--- config.mk ---
export PLATFORM = sky130hd
export DESIGN_NAME = rst_seq_gen
export DESIGN_NICKNAME = d
export VERILOG_FILES = /design/src/rtl/rst_seq_gen.sv
export SDC_FILE = /design/constraint.sdc
export NUM_CORES = 1
export LEC_CHECK = 0
export BUFFER_PORTS_ARGS = -buffer_cell sky130_fd_sc_hd__buf_2
export CORE_MARGIN = 2
export CORE_UTILIZATION = 59
export CTS_CLUSTER_DIAMETER = 120
export DETAILED_ROUTE_END_ITERATION = 8
export PLACE_DENSITY = 0.88
export SYNTH_ARGS = -nofsm -noshare
export SYNTH_HDL_FRONTEND = slang
export SYNTH_SLANG_ARGS = --single-unit
--- constraint.sdc ---
create_clock -name clk_i -period 4.2 [get_ports clk_i]
set_input_delay 1.26 -clock clk_i [delete_from_list [all_inputs] [get_ports clk_i]]
set_output_delay 1.26 -clock clk_i [all_outputs]
set_load 0.02 [all_outputs]
--- src/rtl/rst_seq_gen.sv ---
// Multi-channel reset sequencer: asserts all channel resets asynchronously and releases them
// synchronously in a staggered order; a software request re-runs the sequence on a channel subset.
module rst_seq_gen #(
  parameter int NUM_CH         = 4,
  parameter int SYNC_STAGES    = 2,
  parameter int RST_CLK_CYCLES = 16,
  parameter int STAGGER_CYCLES = 4
) (
  input  logic              clk_i,
  input  logic              rst_ni,
  input  logic              sw_rst_req_i,
  input  logic [NUM_CH-1:0] ch_mask_i,
  output logic [NUM_CH-1:0] rst_o,
  output logic [NUM_CH-1:0] rst_no,
  output logic              done_o,
  output logic              sw_rst_ack_o,
  output logic [1:0]        dbg_state_o
);

  localparam int CNT_MAX = RST_CLK_CYCLES + (NUM_CH - 1) * STAGGER_CYCLES;
  localparam int CW      = $clog2(CNT_MAX + 1);

  typedef enum logic [1:0] {
    ST_SYNC = 2'd0,
    ST_HOLD = 2'd1,
    ST_RUN  = 2'd2
  } state_e;

  state_e                  r_state;
  logic [SYNC_STAGES-1:0]  r_sync;
  logic [CW-1:0]           r_cnt;
  logic [NUM_CH-1:0]       r_rst;
  logic [NUM_CH-1:0]       r_mask;
  logic                    r_done;
  logic                    r_ack;
  logic                    r_sw;

  logic [CW-1:0]           w_v;
  logic [CW-1:0]           w_last_thr;
  logic [NUM_CH-1:0]       w_release;
  logic                    w_step;
  logic                    w_finish;
  logic                    w_accept;
  logic                    w_sync_done;

  // Counter value at which channel idx is released, measured from the first sequencing edge.
  function automatic logic [CW-1:0] thr(input int idx);
    return CW'(RST_CLK_CYCLES - 1 + idx * STAGGER_CYCLES);
  endfunction

  always_ff @(posedge clk_i or negedge rst_ni) begin
    if (!rst_ni) r_sync <= '0;
    else         r_sync <= {r_sync[SYNC_STAGES-2:0], 1'b1};
  end

  assign w_sync_done = r_sync[SYNC_STAGES-1];

  // The SYNC->HOLD edge already counts as sequencing step 0, so a one-cycle hold is reachable.
  always_comb begin
    w_v        = (r_state == ST_HOLD) ? r_cnt : '0;
    w_step     = (r_state == ST_HOLD) || ((r_state == ST_SYNC) && w_sync_done);
    w_last_thr = '0;
    w_release  = '0;
    for (int i = 0; i < NUM_CH; i++) begin
      if (r_mask[i]) w_last_thr = thr(i);
      w_release[i] = (w_v >= thr(i));
    end
    w_finish = w_step && (w_v == w_last_thr);
    w_accept = (r_state == ST_RUN) && sw_rst_req_i && (|ch_mask_i);
  end

  always_ff @(posedge clk_i or negedge rst_ni) begin
    if (!rst_ni) begin
      r_state <= ST_SYNC;
      r_cnt   <= '0;
      r_rst   <= '1;
      r_mask  <= '1;
      r_done  <= 1'b0;
      r_ack   <= 1'b0;
      r_sw    <= 1'b0;
    end else begin
      r_ack <= 1'b0;
      if (w_step) begin
        r_rst <= r_rst & ~w_release;
        if (w_finish) begin
          r_state <= ST_RUN;
          r_done  <= 1'b1;
          r_ack   <= r_sw;
          r_sw    <= 1'b0;
        end else begin
          r_state <= ST_HOLD;
          if (w_v != CW'(CNT_MAX)) r_cnt <= w_v + CW'(1);
        end
      end else if (w_accept) begin
        r_state <= ST_HOLD;
        r_rst   <= r_rst | ch_mask_i;
        r_mask  <= ch_mask_i;
        r_cnt   <= '0;
        r_done  <= 1'b0;
        r_sw    <= 1'b1;
      end
    end
  end

  assign rst_o        = r_rst;
  assign rst_no       = ~r_rst;
  assign done_o       = r_done;
  assign sw_rst_ack_o = r_ack;
  assign dbg_state_o  = r_state;

endmodule

==> results of run 1 <==
[routing by layer]
layer / routed length, um / up-vias / track usage (%)
met5: 0 / - / 0
met4: 15 / 0 / 6.67
met3: 87 / 2 / 3.40
met2: 1150 / 22 / 35.4
met1: 1040 / 443 / 31.3
li1: - / 413 / -
[cells by family after synthesis]
logic type | after synthesis | synth area share, %
XOR/XNOR | 2 | 1.50
multiplexers | 6 | 6.63
AND/OR/NAND/NOR | 35 | 18.4
AO/OA/AOI/OAI | 26 | 19.1
other | 1 | 0.321
buffers and inverters | 19 | 8.24
adder cells (fa/ha/maj) | 2 | 2.14
flip-flops | 20 | 43.6
[layout make-up]
cell class | instances | area (um2)
Timing Repair Buffer | 18 | 90.1
Inverter | 14 | 52.6
Clock inverter | 1 | 30.0
Sequential cell | 20 | 510
Tap cell | 27 | 33.8
Fill cell | 150 | 619
Multi-Input combinational cell | 72 | 563
Clock buffer | 3 | 22.5
[how the worst max path moves through the flow]
| stage | to | slack [ns] | start | cells after the start |
|---|---|---|---|---|
| 2_1_floorplan | r_mask[0] | 1.79 | sw_rst_req_i | 5 |
| 3_5_place_dp | r_cnt[3] | 1.33 | sw_rst_req_i | 6 |
| 4_1_cts | r_cnt[3] | 1.66 | sw_rst_req_i | 6 |
| 6_report | r_cnt[3] | 1.62 | sw_rst_req_i | 6 |
| 5_1_grt | rst_o[1] | 1.52 | sw_rst_req_i | 6 |
| 3_3_place_gp | r_cnt[3] | 1.40 | sw_rst_req_i | 6 |
[synthesized netlist by cell type, types with 2 or more instances]
master    count  area (um2)
nand2_1      10        37.5
inv_1        13        48.8
mux2_2        2        22.5
nand3_1       3        15.0
buf_6         2        22.5
ha_1          2        25.0
nor2_1        5        18.8
dfrtp_1      12         300
clkbuf_1      2        7.51
nand4_1       2        12.5
dfstp_2       8         210
mux2_4        3        45.0
o21ai_0       3        15.0
and3_1        2        12.5
a21oi_1       6        30.0
nor3_1        2        10.0
o21a_1        2        15.0
[sequential cells by signal, summed over array words and instances (netlist names)]
| signal | count |
|---|---|
| sw_rst_ack_o | 1 |
| r_cnt | 5 |
| rst_o | 4 |
| r_mask | 4 |
| r_sw | 1 |
| dbg_state_o | 2 |
| done_o | 1 |
| r_sync | 2 |
[worst register-to-register path, delay by kind of cell, from the launching register on]
family	cells	cell delay, ns
DFF	1	0.58
AOI/OAI and AO/OA	4	0.96
and+or+nand+nor	1	0.19
muxes	1	0.34
[through the flow]
stage	area (um2)	std cells
floorplan	1170	111
finish	1300	155
global placement	1250	151
detailed placement	1250	151
CTS	1300	155
global route	1300	155
[power by group through the flow]
stage          Combinational (mW)  Clock [mW]  Sequential, mW
2_1_floorplan            0.000305           0           0.198
3_3_place_gp              0.00739           0           0.198
3_5_place_dp              0.00772           0           0.198
4_1_cts                   0.00771       0.159           0.194
5_1_grt                   0.00875       0.166           0.195
6_report                  0.00744       0.155           0.194
==> reports/metrics.yaml, run 1 <==
htreeDepth: 1
insertion_delay_ns: 0.30
cp.required_ns: 4.39
layout_common_cells: "buf_2, inv_1, dfrtp_1"
place_ws_ns: 1.33
final_common_cell: "buf_2"
fmax_mhz: 388
p_seq_share_pct: 54.4
worstHoldPathType: "register to register"
grt_max_degree: 21
worst_r2r_path_depth: 6
synthesis.nets: 120
slew_violations: 0
wirelength_um: 2290
start_util_pct: 60.9
io_pins: 19
path_clk_slew_ns: 0.11
worst-path-max-fanout: 12
finalCoreUtilization_pct: 67.8
finalHoldViolCount: 0
ctsResizeCount: 0
rrSetupSlack_ns: 2.03
die_w_um: 48.5
cp_cell_sequence: "buf_2 > and2b_2 > nand2_1 > nor2_1 > o21ai_2 > mux2_4"
peakVddDrop_mv: 0.331
tightest_slew_ns: 0.938
total_power_mw: 0.357
grt-ovfl-total: 0
fp.dieH_um: 48.5
r2r_start: "dbg_state_o[1]"
routabilityCongestion: 0.840
fin_worst_hold_slack_ns: 0.367
antennaDiodeCount: 0
dp_hpwl_um: 1770
vias: 880
area_delta_synth_final_pct: 11.3
crit_type: "primary input to register"
grt_use_total_pct: 22.1
drt_drc_violations_left: 0
max-slew-margin-rel_pct: 37.2
syn_area_per_cell_um2: 10.5
hold_end: "r_sync[1]"
setup_viol: 0
clockBufferDepth: 2
maxCapViolCount: 0
period_needed_ns: 2.58
endpoint_kind: "register"
cts_sinks: 20
netlist_instances: 111
core_area_um2: 1920
period_share_pct: 61.4
root_buffer: "clkbuf_4"
port_buffers: 18
async_flop_share_pct: 100
synthFlopType: "dfrtp_1"
nNetsFinal: 138
grt_pass1_wl_um: 4010
post-cts-setup-buffers: 0
synthDistinctLibCells: 49
cellPowerDensity_nw_per_um2: 274
synth_edf_count: 0
ant_nets: 0
cts_tree: "built"
drtPass1Iterations: 4
grt_pass1_vias: 881
hold_depth: 0
rsz0062_at_grt: "false"
internal_power_mw: 0.293
status: "finished, final reports clean"
routed_via_density: 5.68
synth_warnings: 0
critPathSlowestCell: "nor2_1"
setup_slack_ns: 1.62
crit_buf_inv: 1
cp-start-kind: "primary input"
syn-cell-area_um2: 1170
cts-hold-fix-buffers: 0
layout-drive-gt1-share_pct: 39.8
hp-start: "r_sync[0]"
die_area_um2: 2360
crit_arrival_ns: 2.77
skew_ns: 0.00708
antenna_found_initial: 0
switching_power_mw: 0.0647
critPathTopFamily: "simple AND/OR/NAND/NOR gates"
cts_buffers: 3
rows: 16
ys_ff_latch: 20
slowest_delay_ns: 0.72
combPwrFrac_pct: 2.1
switching_share_pct: 18.1
timing.rr.end: "r_cnt[3]"
clockPowerShare_pct: 43.5
first_iter_violations: 18
leakagePower_nw: 0.623
seq_area_frac_synth_pct: 43.6
finalSetupTns_ns: 0
wl_per_cell_um: 14.8
Power figures use the tool's default switching activity.
==> run 2: changes to the inputs <==
- ABC_AREA: default -> 1
- CORE_UTILIZATION: 59 -> 54
- PLACE_DENSITY: 0.88 -> 0.82
- clock period: 4.2 -> 2.5 ns (I/O delays scaled with it)
==> run 2 against run 1 <==
Against the previous run: synthesized area is 6.6% lower; critical path depth is 4 lower; clock skew is 0.0057 ns lower; sequential power is 68% higher; routed wire length is 6.6% lower; combinational power is 69% higher; worst setup slack worse by 0.91 ns; sequential share of layout area is 1.9 points higher; highest routed layer unchanged; critical path type is now register to output pin; via count is 11% higher; global-route usage is 1.9 points lower; register-to-register slack worse by 1.3 ns.
==> reports/metrics.yaml, run 2 <==
status: "finished, final reports clean"
rsz0062_at_grt: "false"
vias: 979  # +11%
hold_depth: 0  # unchanged
area_delta_synth_final_pct: 13.6
fp.dieH_um: 49.0  # +0.92%
synth_top_area_share_pct: 27.5  # +1.8 points
wl_per_cell_um: 11.0  # -25%
insertion_delay_ns: 0.30  # about the same
p_seq_share_pct: 62.2  # +7.8 points
grt-ovfl-total: 0  # unchanged
nFillCells: 163  # +8.7%
total_power_mw: 0.524  # +47%
synthFlopType: "dfrtp_1"
finalSetupTns_ns: 0  # unchanged
finalCoreUtilization_pct: 63.9  # -3.9 points
synth.area.top_cells: "dfrtp_1, dfstp_2, nand2_1"
layout-drive-gt1-share_pct: 24.0  # -16 points
start_util_pct: 56.3  # -4.6 points
antennaDiodeCount: 0  # unchanged
nNetsFinal: 177  # +28%
cellPowerDensity_nw_per_um2: 423  # +54%
worst-path-max-fanout: 3  # -9
ant_nets: 0  # unchanged
ys_ff_latch: 20  # unchanged
cp-start-kind: "register"
crit_type: "register to output pin"
drt_drc_violations_left: 0  # unchanged
grt_use_total_pct: 20.1  # -1.9 points
syn-cell-area_um2: 1090  # -6.6%
wl_met1_um: 949  # -8.9%
top_register: "r_cnt"
synthTopCellsByCount: "nand2_1, inv_1, dfrtp_1, nor2_1, o21ai_0"
routabilityCongestion: 0.887  # +5.6%
largest_reg_flops: 5  # unchanged
maxCapViolCount: 0  # unchanged
critPathSlowestCell: "dfstp_2"
root_buffer: "clkbuf_4"
async_flop_share_pct: 100  # unchanged
fmax_mhz: 560
slowest_delay_ns: 0.55  # -0.17 ns
cts_buffers: 3  # unchanged
period_needed_ns: 1.79
multi_input_area_um2: 469  # -17%
rows: 16  # unchanged
grt_pass1_vias: 859  # -2.5%
endpoint_kind: "output pin"
clockBufferDepth: 2  # unchanged
antenna_found_initial: 0  # unchanged
skew_ns: 0.00140  # -0.00568 ns
first_iter_violations: 28  # +10
seq_area_frac_synth_pct: 46.7  # +3.1 points
synth_warnings: 0  # unchanged
worst_r2r_path_depth: 10  # +4
internal_power_mw: 0.418  # +43%
clockPowerShare_pct: 35.4  # -8.1 points
fin_worst_hold_slack_ns: 0.362  # -0.00493 ns
io_pins: 19  # unchanged
post-cts-setup-buffers: 0  # unchanged
synthesis.nets: 155  # +29%
synthDistinctLibCells: 20  # -59%
dp_hpwl_um: 1720  # -2.9%
cts_tree: "built"
switching_share_pct: 20.2  # +2.1 points
layout_common_cells: "nand2_1, inv_1, buf_2"
path_clk_slew_ns: 0.11  # about the same
crit_arrival_ns: 1.04  # -1.73 ns
finalHoldViolCount: 0  # unchanged
final_common_cell: "nand2_1"
slew_violations: 0  # unchanged
port_buffers: 18  # unchanged
htreeDepth: 1  # unchanged
routed_via_density: 5.05  # -11%
syn_area_per_cell_um2: 7.48  # -29%
wl_met2_um: 1070  # -6.8%
wl_met3_um: 94  # +8.0%
core_area_um2: 1940  # +1.0%
worstHoldPathType: "register to register"
cts-hold-fix-buffers: 0  # unchanged
combPwrFrac_pct: 2.4  # +0.3 points
grt_pass1_wl_um: 3650  # -8.9%
cp_cell_sequence: "inv_1 > buf_2"
switching_power_mw: 0.106  # +64%
leakagePower_nw: 0.700  # +12%
cp.required_ns: 1.75  # -2.64 ns
peakVddDrop_mv: 0.316  # -4.4%
cts_sinks: 20  # unchanged
regArea_um2: 510  # unchanged
grt_max_degree: 21  # unchanged
yosysMostFrequentCell: "nand2_1"
wirelength_um: 2140  # -6.6%
yosys.area.top_type: "dfrtp_1"
period_share_pct: 71.5
ctsResizeCount: 0  # unchanged
top_layer: "met4"
synth_edf_count: 0  # unchanged
netlist_instances: 146  # +32%
drtPass1Iterations: 4  # unchanged
die_area_um2: 2400  # +1.8%
die_w_um: 49.0  # +0.92%
setup_viol: 0  # unchanged
-- run 2: cell types whose count changed in the layout (fill, tap and decap cells not counted), moves of 3 or more --
cell / delta
nand2_1: +34
inv_1: +12
nor2_1: +7
o21ai_0: +7
nand3_1: +6
nand4_1: +4
a21oi_1: -3
mux2_4: -3
-- run 2: logic make-up (layout without fill, tap and decap cells) --
kind of cell	after synthesis	after routing	synth area share, %
AOI/OAI and AO/OA	17	17	8.36
adders and majority gates	2	2	2.29
buffers and inverters	28	49	10.3
DFF	20	20	46.7
other	1	1	0.343
and+or+nand+nor	78	78	32.0
-- run 2: worst paths after layout --
kind                           startpoint   endpoint  slack [ns]
setup / recovery                 rst_o[3]  rst_no[3]        0.71
hold / removal                  r_sync[0]  r_sync[1]        0.36
setup reg to reg           dbg_state_o[1]   r_cnt[4]        0.72
hold reg to reg                 r_sync[0]  r_sync[1]        0.36
max in group asynchronous          rst_ni  r_mask[3]        1.80
min in group asynchronous          rst_ni  r_sync[0]        0.37
-- run 2: critical path, delay by kind of cell, from the launching register on --
family   cells  cell delay, ns
flops        1            0.55
buf+inv      2            0.19
-- run 2: power groups by stage --
stage / combinational [mW] / clock [mW] / sequential (mW)
finish: 0.0126 / 0.186 / 0.326
global route: 0.0152 / 0.207 / 0.326
CTS: 0.0131 / 0.191 / 0.326
detailed placement: 0.0130 / 0 / 0.332
global placement: 0.0129 / 0 / 0.332
floorplan: 0.00110 / 0 / 0.332
-- run 2: through the flow --
stage	setup slack, ns	instance area, um2	cells
after floorplan	0.868	1090	146
after global placement	0.786	1200	190
after detailed placement	0.726	1200	190
after CTS	0.699	1240	194
after global routing	0.543	1240	194
final	0.713	1240	194
-- run 2: layout make-up --
cell class | count | area share [%]
Clock buffer | 4 | 2.92
Inverter | 27 | 8.17
Multi-Input combinational cell | 98 | 37.8
Sequential cell | 20 | 41.1
Tap cell | 27 | 2.72
Timing Repair Buffer | 18 | 7.26
-- run 2: metal layers --
layer | vias to the layer above | track usage (%)
li1 | 499 | -
met1 | 450 | 24.7
met2 | 26 | 34.5
met3 | 4 | 3.07
met4 | 0 | 10.0
met5 | - | 0
